**src/rtl/zone_sensor_conditioner.sv**
```systemverilog
// rtl/zone_sensor_conditioner.sv - perimeter sensor front end: sync, per-zone debounce,
// edge pulses, glitch counting and stuck-active detection.
module zone_sensor_conditioner #(
    parameter int DEBOUNCE_CYCLES = 4,
    parameter int STUCK_CYCLES    = 1000,
    parameter int GLITCH_W        = 8
) (
    input  logic                clk,
    input  logic                rst,
    input  logic [3:0]          raw_zone,
    output logic [3:0]          zone,
    output logic [3:0]          zone_rise,
    output logic [3:0]          zone_fall,
    output logic [GLITCH_W-1:0] glitch_cnt,
    output logic [3:0]          stuck_fault
);

    localparam int CW = $clog2(DEBOUNCE_CYCLES + 1);
    localparam int SW = $clog2(STUCK_CYCLES + 1);
    localparam logic [CW-1:0] DEB_LAST  = CW'(DEBOUNCE_CYCLES - 1);
    localparam logic [SW-1:0] STUCK_MAX = SW'(STUCK_CYCLES);

    logic [3:0]          sync1_q, sync2_q;
    logic [3:0]          zone_q, zone_d;
    logic [3:0]          rise_q, rise_d;
    logic [3:0]          fall_q, fall_d;
    logic [3:0][CW-1:0]  cnt_q, cnt_d;
    logic [3:0][SW-1:0]  scnt_q, scnt_d;
    logic [3:0]          fault_q, fault_d;
    logic [3:0]          glitched;
    logic [GLITCH_W-1:0] glitch_q, glitch_d;

    always_comb begin
        zone_d   = zone_q;
        cnt_d    = cnt_q;
        scnt_d   = scnt_q;
        fault_d  = fault_q;
        glitched = '0;
        for (int i = 0; i < 4; i++) begin
            // A line that returns to the accepted level mid-count is a rejected glitch.
            if (sync2_q[i] == zone_q[i]) begin
                cnt_d[i]    = '0;
                glitched[i] = (cnt_q[i] != '0);
            end else if (cnt_q[i] == DEB_LAST) begin
                zone_d[i] = sync2_q[i];
                cnt_d[i]  = '0;
            end else begin
                cnt_d[i] = cnt_q[i] + CW'(1);
            end

            // Stuck tracking follows the accepted level and resets on the falling edge.
            if (!zone_d[i]) begin
                scnt_d[i]  = '0;
                fault_d[i] = 1'b0;
            end else begin
                if (zone_q[i] && (scnt_q[i] != STUCK_MAX)) begin
                    scnt_d[i] = scnt_q[i] + SW'(1);
                end
                fault_d[i] = fault_q[i] | (scnt_d[i] == STUCK_MAX);
            end
        end
        rise_d   = zone_d & ~zone_q;
        fall_d   = zone_q & ~zone_d;
        glitch_d = glitch_q;
        if ((|glitched) && (glitch_q != {GLITCH_W{1'b1}})) begin
            glitch_d = glitch_q + GLITCH_W'(1);
        end
    end

    always_ff @(posedge clk) begin
        if (rst) begin
            sync1_q  <= '0;
            sync2_q  <= '0;
            zone_q   <= '0;
            rise_q   <= '0;
            fall_q   <= '0;
            cnt_q    <= '0;
            scnt_q   <= '0;
            fault_q  <= '0;
            glitch_q <= '0;
        end else begin
            sync1_q  <= raw_zone;
            sync2_q  <= sync1_q;
            zone_q   <= zone_d;
            rise_q   <= rise_d;
            fall_q   <= fall_d;
            cnt_q    <= cnt_d;
            scnt_q   <= scnt_d;
            fault_q  <= fault_d;
            glitch_q <= glitch_d;
        end
    end

    assign zone        = zone_q;
    assign zone_rise   = rise_q;
    assign zone_fall   = fall_q;
    assign glitch_cnt  = glitch_q;
    assign stuck_fault = fault_q;

endmodule
```
**config.mk**
```make
export PLATFORM = sky130hd
export DESIGN_NAME = zone_sensor_conditioner
export DESIGN_NICKNAME = d
export VERILOG_FILES = /design/src/rtl/zone_sensor_conditioner.sv
export SDC_FILE = /design/constraint.sdc
export NUM_CORES = 1
export LEC_CHECK = 0
export CAP_MARGIN = 20
export CORE_MARGIN = 1
export CORE_UTILIZATION = 55
export CTS_BUF_LIST = sky130_fd_sc_hd__clkbuf_16
export DETAILED_ROUTE_END_ITERATION = 12
export PLACE_DENSITY = 0.75
export RECOVER_POWER = 25
export SLEW_MARGIN = 20
export SYNTH_ARGS = -nofsm -noshare
export SYNTH_HDL_FRONTEND = slang
export SYNTH_SLANG_ARGS = --single-unit
```
**constraint.sdc**
```tcl
create_clock -name clk -period 5.8 [get_ports clk]
set_clock_uncertainty 0.1 [all_clocks]
set_input_delay 0.87 -clock clk [delete_from_list [all_inputs] [get_ports clk]]
set_output_delay 0.87 -clock clk [all_outputs]
set_load 0.01 [all_outputs]
```
# ---- After elaboration in Yosys (flattened, before gate mapping)
# Index checks and enable logic that the tools add are counted.
dict set report word_totals {
  inputBits 6
  memories 0
  mem_bits_ro 0
  regBits 84
  latchBits 0
  out_inout_bits 24
  ram_bits 0
  word_cells 94
}
dict set report classes {
  eq_ne 17
  n_shift 0
  add_sub_neg 9
  bitwise 12
  div_mod_pow 0
  mux 20
  multipliers 0
  order_cmp 0
  reduce_logical 18
}
# operator n
set op_table {}
lappend op_table {{two-way mux 10 bit} 8}
lappend op_table {{adder 10 x 1 -> 10 bit (second input constant)} 4}
lappend op_table {{equality test 10 bit (second input constant)} 4}
lappend op_table {{!= test 10 bit (second input constant)} 4}
lappend op_table {{adder 3 x 1 -> 3 bit (second input constant)} 4}
lappend op_table {{equality test 3 x 2 -> 1 bit (second input constant)} 4}
lappend op_table {{two-way mux 1 bit} 12}
lappend op_table {{nonzero test 3 bit} 4}
lappend op_table {{OR reduction 3 bit} 4}
lappend op_table {{adder 8 x 1 -> 8 bit (second input constant)} 1}
lappend op_table {{bitwise AND 4 bit} 2}
lappend op_table {{!= test 8 bit (second input constant)} 1}
lappend op_table {{NOT 4 bit} 2}
lappend op_table {{OR reduction 2 bit} 4}
lappend op_table {{logical AND 1 bit} 5}
lappend op_table {{equality test 1 bit} 4}
lappend op_table {{NOT 1 bit} 4}
lappend op_table {{bitwise OR 1 bit} 4}
lappend op_table {{OR reduction 4 bit} 1}

# ---- Depth between registers and ports, before layout
# Gate-level depths: netlist of run 1.
dict set report depth {
  word_depth 6
  ltp_mapped 7
  depth_no_buf 7
}

# ---- Worst setup path after synthesis of run 1
# Ideal clock, no wire load.
dict set report synth_path {
  path_type {input port to flip-flop}
  start {in rst}
  end {reg fault_q[0], in the netlist stuck_fault[0]}
  n_path_buf 1
  setup_time_ns 0.084
  t_arrival_ns 1.866
  slack_ns 3.749
  t_required_ns 5.616
  stages 4
  cell_sequence {clkbuf_1 > or2_2 > or3_1 > o31ai_2}
}
dict set report synth_via {
  elab_chain_cells 1
}
# element line
set synth_rtl {}
lappend synth_rtl {{start: declaration} 9} ;# input logic rst,
lappend synth_rtl {{OR reduction 2 bit (no line)} -}
lappend synth_rtl {{end signal: assignment} 89} ;# fault_q <= fault_d;
lappend synth_rtl {{end: declaration} 29} ;# logic [3:0] fault_q, fault_d;
# No other way between the ends.
# A chain may end at the register's enable or synchronous reset.

# ---- Worst setup path in the final report of run 1
# Ends and elaborated chain as after synthesis.

==> impl_metrics.env, run 1 <==
export IMPL_grt_max_degree=29
export IMPL_syn_inst=439
export IMPL_diodes=0
export IMPL_leakage_uw=0.00169
export IMPL_drive_gt1_share_pct=6.65
export IMPL_max_slew_margin_rel_pct=34.9
export IMPL_clk_latency_ps=320
export IMPL_swShare_pct=19.3
export IMPL_critPathMaxStageDelay_ps=890
export IMPL_nets=490
export IMPL_rows=30
export IMPL_reg2reg_from="zone[2]$_SDFF_PP0_"
export IMPL_yosysWarnings=0
export IMPL_drtAntennaViolNets=0
export IMPL_core_area_mm2=0.00691
export IMPL_io_pins=30
export IMPL_stdcell_count=562
export IMPL_clock_tree_buffer_depth=2
export IMPL_finalCritPeriodShare_pct=47.8
export IMPL_start_util_pct=57.7
export IMPL_arrival_ps=2910
export IMPL_status="finished clean"
export IMPL_p_seq_share_pct=51.6
export IMPL_path_clk_slew_ps=60
export IMPL_cts_resized=0
export IMPL_holdBufCountCts=0
export IMPL_setup_viol=0
export IMPL_syn_nets=466
export IMPL_synth_edff_count=0
export IMPL_tns_ps=0
export IMPL_p_switching_uw=219
export IMPL_dp_slack_ps=2580
export IMPL_fill_cells=575
export IMPL_hold_path_class="flip-flop to flip-flop"
export IMPL_die_w_um=87.1
export IMPL_viasPerCell=5.39
export IMPL_placed_cells=548
export IMPL_critPathKind="primary input to flip-flop"
export IMPL_post_cts_setup_buffer_count=0
export IMPL_firstDrtPassIters=4
export IMPL_first_global_vias=2838
export IMPL_p_per_area_mw_per_mm2=248
export IMPL_irDropWorstVdd_mv=0.166
export IMPL_die_y_um=87.1
export IMPL_fin_util_pct=66.4
export IMPL_clock_sinks=84
export IMPL_syn_area_per_cell_um2=9.07
export IMPL_r2r_slack_ps=3690
export IMPL_cap_violations=0
export IMPL_place_gp_congestion=0.833
export IMPL_synth_area_leader_cell="dfxtp_1"
export IMPL_numCtsBuffers=9
export IMPL_cp_startpoint="rst"
export IMPL_remaining_drc_errors=0
export IMPL_grt_usage_pct=20.3
export IMPL_rsz0062_at_grt="no"
export IMPL_htree_levels=3
export IMPL_final_cell_mix="dfxtp_1 (84), nor2_1 (70), inv_1 (38)"
export IMPL_synthTopCellsByArea="dfxtp_1 (42%), ha_1 (6.6%), nor2_1 (6.6%)"
export IMPL_drv_slew=0
export IMPL_r2r_end="glitch_cnt[4]$_SDFFE_PP0P_"
export IMPL_synthToLayoutAreaGrowth_pct=15.0
export IMPL_tightestPinTransition_ps=973
export IMPL_reg2reg_depth=5
export IMPL_end_kind="flip-flop"
export IMPL_postSynth_asyncResetShare_pct=0
export IMPL_wl_um=7080
export IMPL_drt_wirelength_per_cell_um=12.6
export IMPL_antenna_found_initial=0
export IMPL_cts_root_buf="clkbuf_16"
export IMPL_crit_chain="dlygate4sd3_1, or2_2, or3_1, o31ai_2"
export IMPL_p_comb_share_pct=1.9
export IMPL_synth_top_area_share_pct=42.2
export IMPL_cts_tree="yes"
export IMPL_fmax_mhz=361
export IMPL_synth_ff_type="dfxtp_1"
export IMPL_p_int_uw=916
export IMPL_port_buffers=29
export IMPL_crit_path_start_kind="primary input"
export IMPL_dieArea_mm2=0.00759
export IMPL_crit_path_end="stuck_fault[0]$_SDFF_PP0_"
export IMPL_syn_area_mm2=0.00398
export IMPL_post_route_min_period_ps=2770
export IMPL_routed_via_count=3031
export IMPL_yosysUniqueCellTypes=57
export IMPL_hold_violations=0
export IMPL_dp_final_hpwl_um=4900
export IMPL_drtIter0Drc=98
export IMPL_required_ps=5940
export IMPL_grt_ovfl_total=0
export IMPL_synth_seq_area_share_pct=42.2
export IMPL_crit_fanout=28
export IMPL_worst_path_max_delay_cell="dlygate4sd3_1"
export IMPL_p_clk_share_pct=46.5
export IMPL_setup_slack_ps=3030
export IMPL_final_common_cell="dfxtp_1"
export IMPL_synth_seq_cells=84
export IMPL_grt_pass1_wl_um=12200
per-stage QoR:
step | hold slack, ps | total power [µW] | area [µm²]
2_1_floorplan | 314 | 611 | 3980
3_3_place_gp | 317 | 620 | 4310
3_5_place_dp | 329 | 620 | 4310
4_1_cts | 345 | 1150 | 4590
5_1_grt | 357 | 1180 | 4580
6_report | 340 | 1140 | 4580
area by class of cell:
cell class                 instances  area, µm²  area share (%)
sequential                        84       1680            36.7
tap                               96        120            2.62
clock inverter                     5       46.3            1.01
inverter                          37        139            3.03
clock buffer                       9        225            4.91
multi-input combinational        302       2080            45.4
timing repair buffer              29        290            6.33
flip-flops by register name (all words and copies together), names as in the netlist:
register,flops
scnt_q,40
cnt_q,12
glitch_cnt,8
stuck_fault,4
sync1_q,4
sync2_q,4
zone,4
zone_fall,4
zone_rise,4
logic make-up (layout without fill, tap and decap cells):
group	Yosys count	after routing	synth area share, %
xor gates and xnor gates	43	43	9.64
DFF	84	84	42.2
and+or+nand+nor	186	186	25.0
buffers and inverters	53	80	5.50
AOI/OAI and AO/OA	40	40	8.04
adders and majority gates	21	21	6.60
muxes	12	12	3.02
power by group through the flow:
stage / clock network (µW) / registers [µW] / logic (µW)
final: 528 / 585 / 22.0
after global routing: 566 / 586 / 24.6
after CTS: 542 / 585 / 22.6
after detailed placement: 0 / 598 / 22.4
after global placement: 0 / 598 / 21.8
after floorplan: 0 / 598 / 13.3
routing by layer:
layer	global-route usage, %	part of all wire (%)
met4	8.94	1.8
met1	25.1	47
met5	0	0
met3	3.22	3.6
met2	34.8	48
worst max-delay path: cells and delay by family:
kind | cells | cell delay (ps)
simple gates | 2 | 980
compound gates | 1 | 170
buf+inv | 1 | 890
cell usage after synthesis, types with 2 or more instances:
master and n:
nand2_1 20, nor4b_1 2, a41o_1 2, or3_1 7, nand2_2 3, nor4_1 2, buf_2 4, o21ai_0 8
dfxtp_1 84, and3_1 10, and2_1 2, buf_4 4, or2_2 5, nor3_1 6, clkbuf_1 8, nand3_1 11
or3b_1 2, xor2_1 17, mux2i_1 12, ha_1 21, nor2_1 70, nor4bb_1 3, a21oi_1 9, inv_1 37
nand4b_1 2, a211oi_1 2, nand3_2 2, a2111oi_1 3, xnor2_1 25, nand4_1 13, nand2b_1 7, a32oi_1 2
nand3b_1 3, nor2b_1 8
worst min-delay path by stage:
stage | slack, ps | to | startpoint | cells after the start
after global placement | 320 | sync2_q[3]$_SDFF_PP0_ | sync1_q[3]$_SDFF_PP0_ | 1
final | 340 | cnt_q[6]$_SDFF_PP0_ | cnt_q[6]$_SDFF_PP0_ | 1
after global routing | 360 | sync2_q[1]$_SDFF_PP0_ | sync1_q[1]$_SDFF_PP0_ | 1
after floorplan | 310 | sync2_q[0]$_SDFF_PP0_ | sync1_q[0]$_SDFF_PP0_ | 1
after CTS | 350 | sync2_q[2]$_SDFF_PP0_ | sync1_q[2]$_SDFF_PP0_ | 1
after detailed placement | 330 | sync2_q[2]$_SDFF_PP0_ | sync1_q[2]$_SDFF_PP0_ | 1
Note: power is estimated with default switching activity, not from simulation.
==> inputs of run 2 (changes only) <==
==> constraint.sdc (replaced) <==
create_clock -name clk -period 2.65 [get_ports clk]
set_clock_uncertainty 0.1 [all_clocks]
set_input_delay 0.3975 -clock clk [delete_from_list [all_inputs] [get_ports clk]]
set_output_delay 0.3975 -clock clk [all_outputs]
set_load 0.01 [all_outputs]
==> run 2 against run 1 <==
  * Final cell count up 1.1%
  * Combinational power up 130%
  * Worst setup slack worse by 2500 ps
  * Non-clock buffer count rose by 4
  * Hold slack improved by 2.7 ps
  * Cell area increased by 0.16%
  * Critical path type unchanged
  * Critical endpoint is now stuck_fault[3]$_SDFF_PP0_
  * Largest power group unchanged
==> impl_metrics.env, run 2 (synthesized netlist as in run 1, its figures left out) <==
export IMPL_numCtsBuffers=9
export IMPL_rsz0062_at_grt="no"
export IMPL_grt_max_degree=14
export IMPL_grt_ovfl_total=0
export IMPL_first_global_vias=2734
export IMPL_drtAntennaViolNets=0
export IMPL_clock_sinks=84
export IMPL_wl_um=7010
export IMPL_cts_resized=0
export IMPL_status="finished clean"
export IMPL_io_pins=30
export IMPL_use_met2_pct=31.9
export IMPL_final_common_cell="dfxtp_1"
export IMPL_post_cts_setup_buffer_count=0
export IMPL_hold_path_class="flip-flop to flip-flop"
export IMPL_p_seq_share_pct=53.4
export IMPL_p_switching_uw=486
export IMPL_irDropWorstVdd_mv=0.394
export IMPL_use_met1_pct=25.8
export IMPL_tns_ps=0
export IMPL_finalCritPeriodShare_pct=81.3
export IMPL_firstDrtPassIters=4
export IMPL_reg2reg_depth=7
export IMPL_hold_violations=0
export IMPL_dp_final_hpwl_um=5010
export IMPL_viasPerCell=5.25
export IMPL_post_route_cell_area_mm2=0.00459
export IMPL_die_w_um=87.1
export IMPL_r2r_slack_ps=610
export IMPL_cts_tree="yes"
export IMPL_drtIter0Drc=152
export IMPL_leakage_uw=0.00167
export IMPL_nets=494
export IMPL_cts_root_buf="clkbuf_16"
export IMPL_critPathKind="primary input to flip-flop"
export IMPL_min_to="sync2_q[1]$_SDFF_PP0_"
export IMPL_diodes=0
export IMPL_setup_viol=0
export IMPL_htree_levels=3
export IMPL_p_clk_share_pct=44.5
export IMPL_placed_area_mm2=0.00434
export IMPL_grt_busiest_layer="met2"
export IMPL_largest_reg_flops=40
export IMPL_place_gp_congestion=0.827
export IMPL_core_area_mm2=0.00691
export IMPL_routed_via_count=2983
export IMPL_final_cell_mix="dfxtp_1 (84), nor2_1 (70), inv_1 (41)"
export IMPL_hold_depth=1
export IMPL_cap_violations=0
export IMPL_regMostFlops="scnt_q"
export IMPL_gr_usage_met3_pct=3.32
export IMPL_drv_slew=0
export IMPL_clock_tree_buffer_depth=2
export IMPL_post_route_min_period_ps=2150
export IMPL_drive_gt1_share_pct=6.99
export IMPL_max_slew_margin_rel_pct=56.6
export IMPL_required_ps=2820
export IMPL_start_util_pct=57.7
export IMPL_fmax_mhz=464
export IMPL_dieArea_mm2=0.00759
export IMPL_synthToLayoutAreaGrowth_pct=15.2
export IMPL_holdBufCountCts=0
export IMPL_p_int_uw=1910
export IMPL_die_y_um=87.1
export IMPL_grt_pass1_wl_um=11900
export IMPL_r2r_end="stuck_fault[1]$_SDFF_PP0_"
export IMPL_crit_fanout=13
export IMPL_tightestPinTransition_ps=652
export IMPL_p_comb_share_pct=2.1
export IMPL_p_per_area_mw_per_mm2=522
export IMPL_port_buffers=29
export IMPL_path_clk_slew_ps=60
export IMPL_end_kind="flip-flop"
export IMPL_swShare_pct=20.3
export IMPL_rows=30
export IMPL_arrival_ps=2330
export IMPL_clk_latency_ps=330
export IMPL_hp_start="sync1_q[1]$_SDFF_PP0_"
export IMPL_grt_usage_pct=19.9
export IMPL_antenna_found_initial=0
export IMPL_remaining_drc_errors=0
export IMPL_drt_wirelength_per_cell_um=12.3
export IMPL_reg2reg_from="cnt_q[3]$_SDFF_PP0_"
export IMPL_holdWs_ps=343
export IMPL_crit_path_start_kind="primary input"
run 2: cell types whose count changed in the layout (fill, tap and decap cells not counted), sizes merged:
cell,change
dlygate4sd3,-11
inv,+3
clkdlybuf4s50,+11
buf,+2
clkbuf,+2
bufinv,-1
run 2: worst max path at each step:
stage                                     from  cells past startpoint  slack, ps                   endpoint
after floorplan           scnt_q[0]$_SDFF_PP0_                      7        760  stuck_fault[0]$_SDFF_PP0_
after global placement                     rst                      5        470  stuck_fault[3]$_SDFF_PP0_
after detailed placement                   rst                      5        450  stuck_fault[3]$_SDFF_PP0_
after CTS                   zone[1]$_SDFF_PP0_                      1        550                    zone[1]
after global routing                       rst                      5        420  stuck_fault[3]$_SDFF_PP0_
final                                      rst                      5        500  stuck_fault[3]$_SDFF_PP0_
run 2: cell type report:
cell class	instances	area, µm²
Clock buffer	9	225
Clock inverter	7	28.8
Inverter	37	139
Timing Repair Buffer	33	313
Sequential cell	84	1680
Multi-Input combinational cell	302	2080
Fill cell	597	2320
Tap cell	96	120
run 2: worst max-delay path, stage by stage:
cell	delay (ps)
dlygate4sd3_1	620
clkbuf_1	320
or2_2	500
nor4_1	300
a32o_1	190
run 2: metal layers:
metal,share of wire [%],vias up
met4,1.8,0
met1,50,1382
met2,45,48
li1,-,1543
met3,2.6,10
met5,0,-
run 2: power by group through the flow:
| stage | Combinational (µW) | Sequential [µW] | Clock [µW] |
|---|---|---|---|
| finish | 49.7 | 1280 | 1070 |
| CTS | 51.8 | 1280 | 1090 |
| global route | 55.3 | 1280 | 1160 |
| global placement | 50.0 | 1310 | 0 |
| floorplan | 29.1 | 1310 | 0 |
| detailed placement | 51.4 | 1310 | 0 |
run 2: through the flow:
stage | power (µW) | worst slack, ps | utilization (%) | instances
after floorplan | 1340 | 762 | - | 439
after global placement | 1360 | 472 | 62.9 | 552
after detailed placement | 1360 | 447 | 62.9 | 552
after CTS | 2430 | 552 | 66.6 | 568
after global routing | 2490 | 422 | 66.5 | 568
final | 2400 | 497 | 66.5 | 568
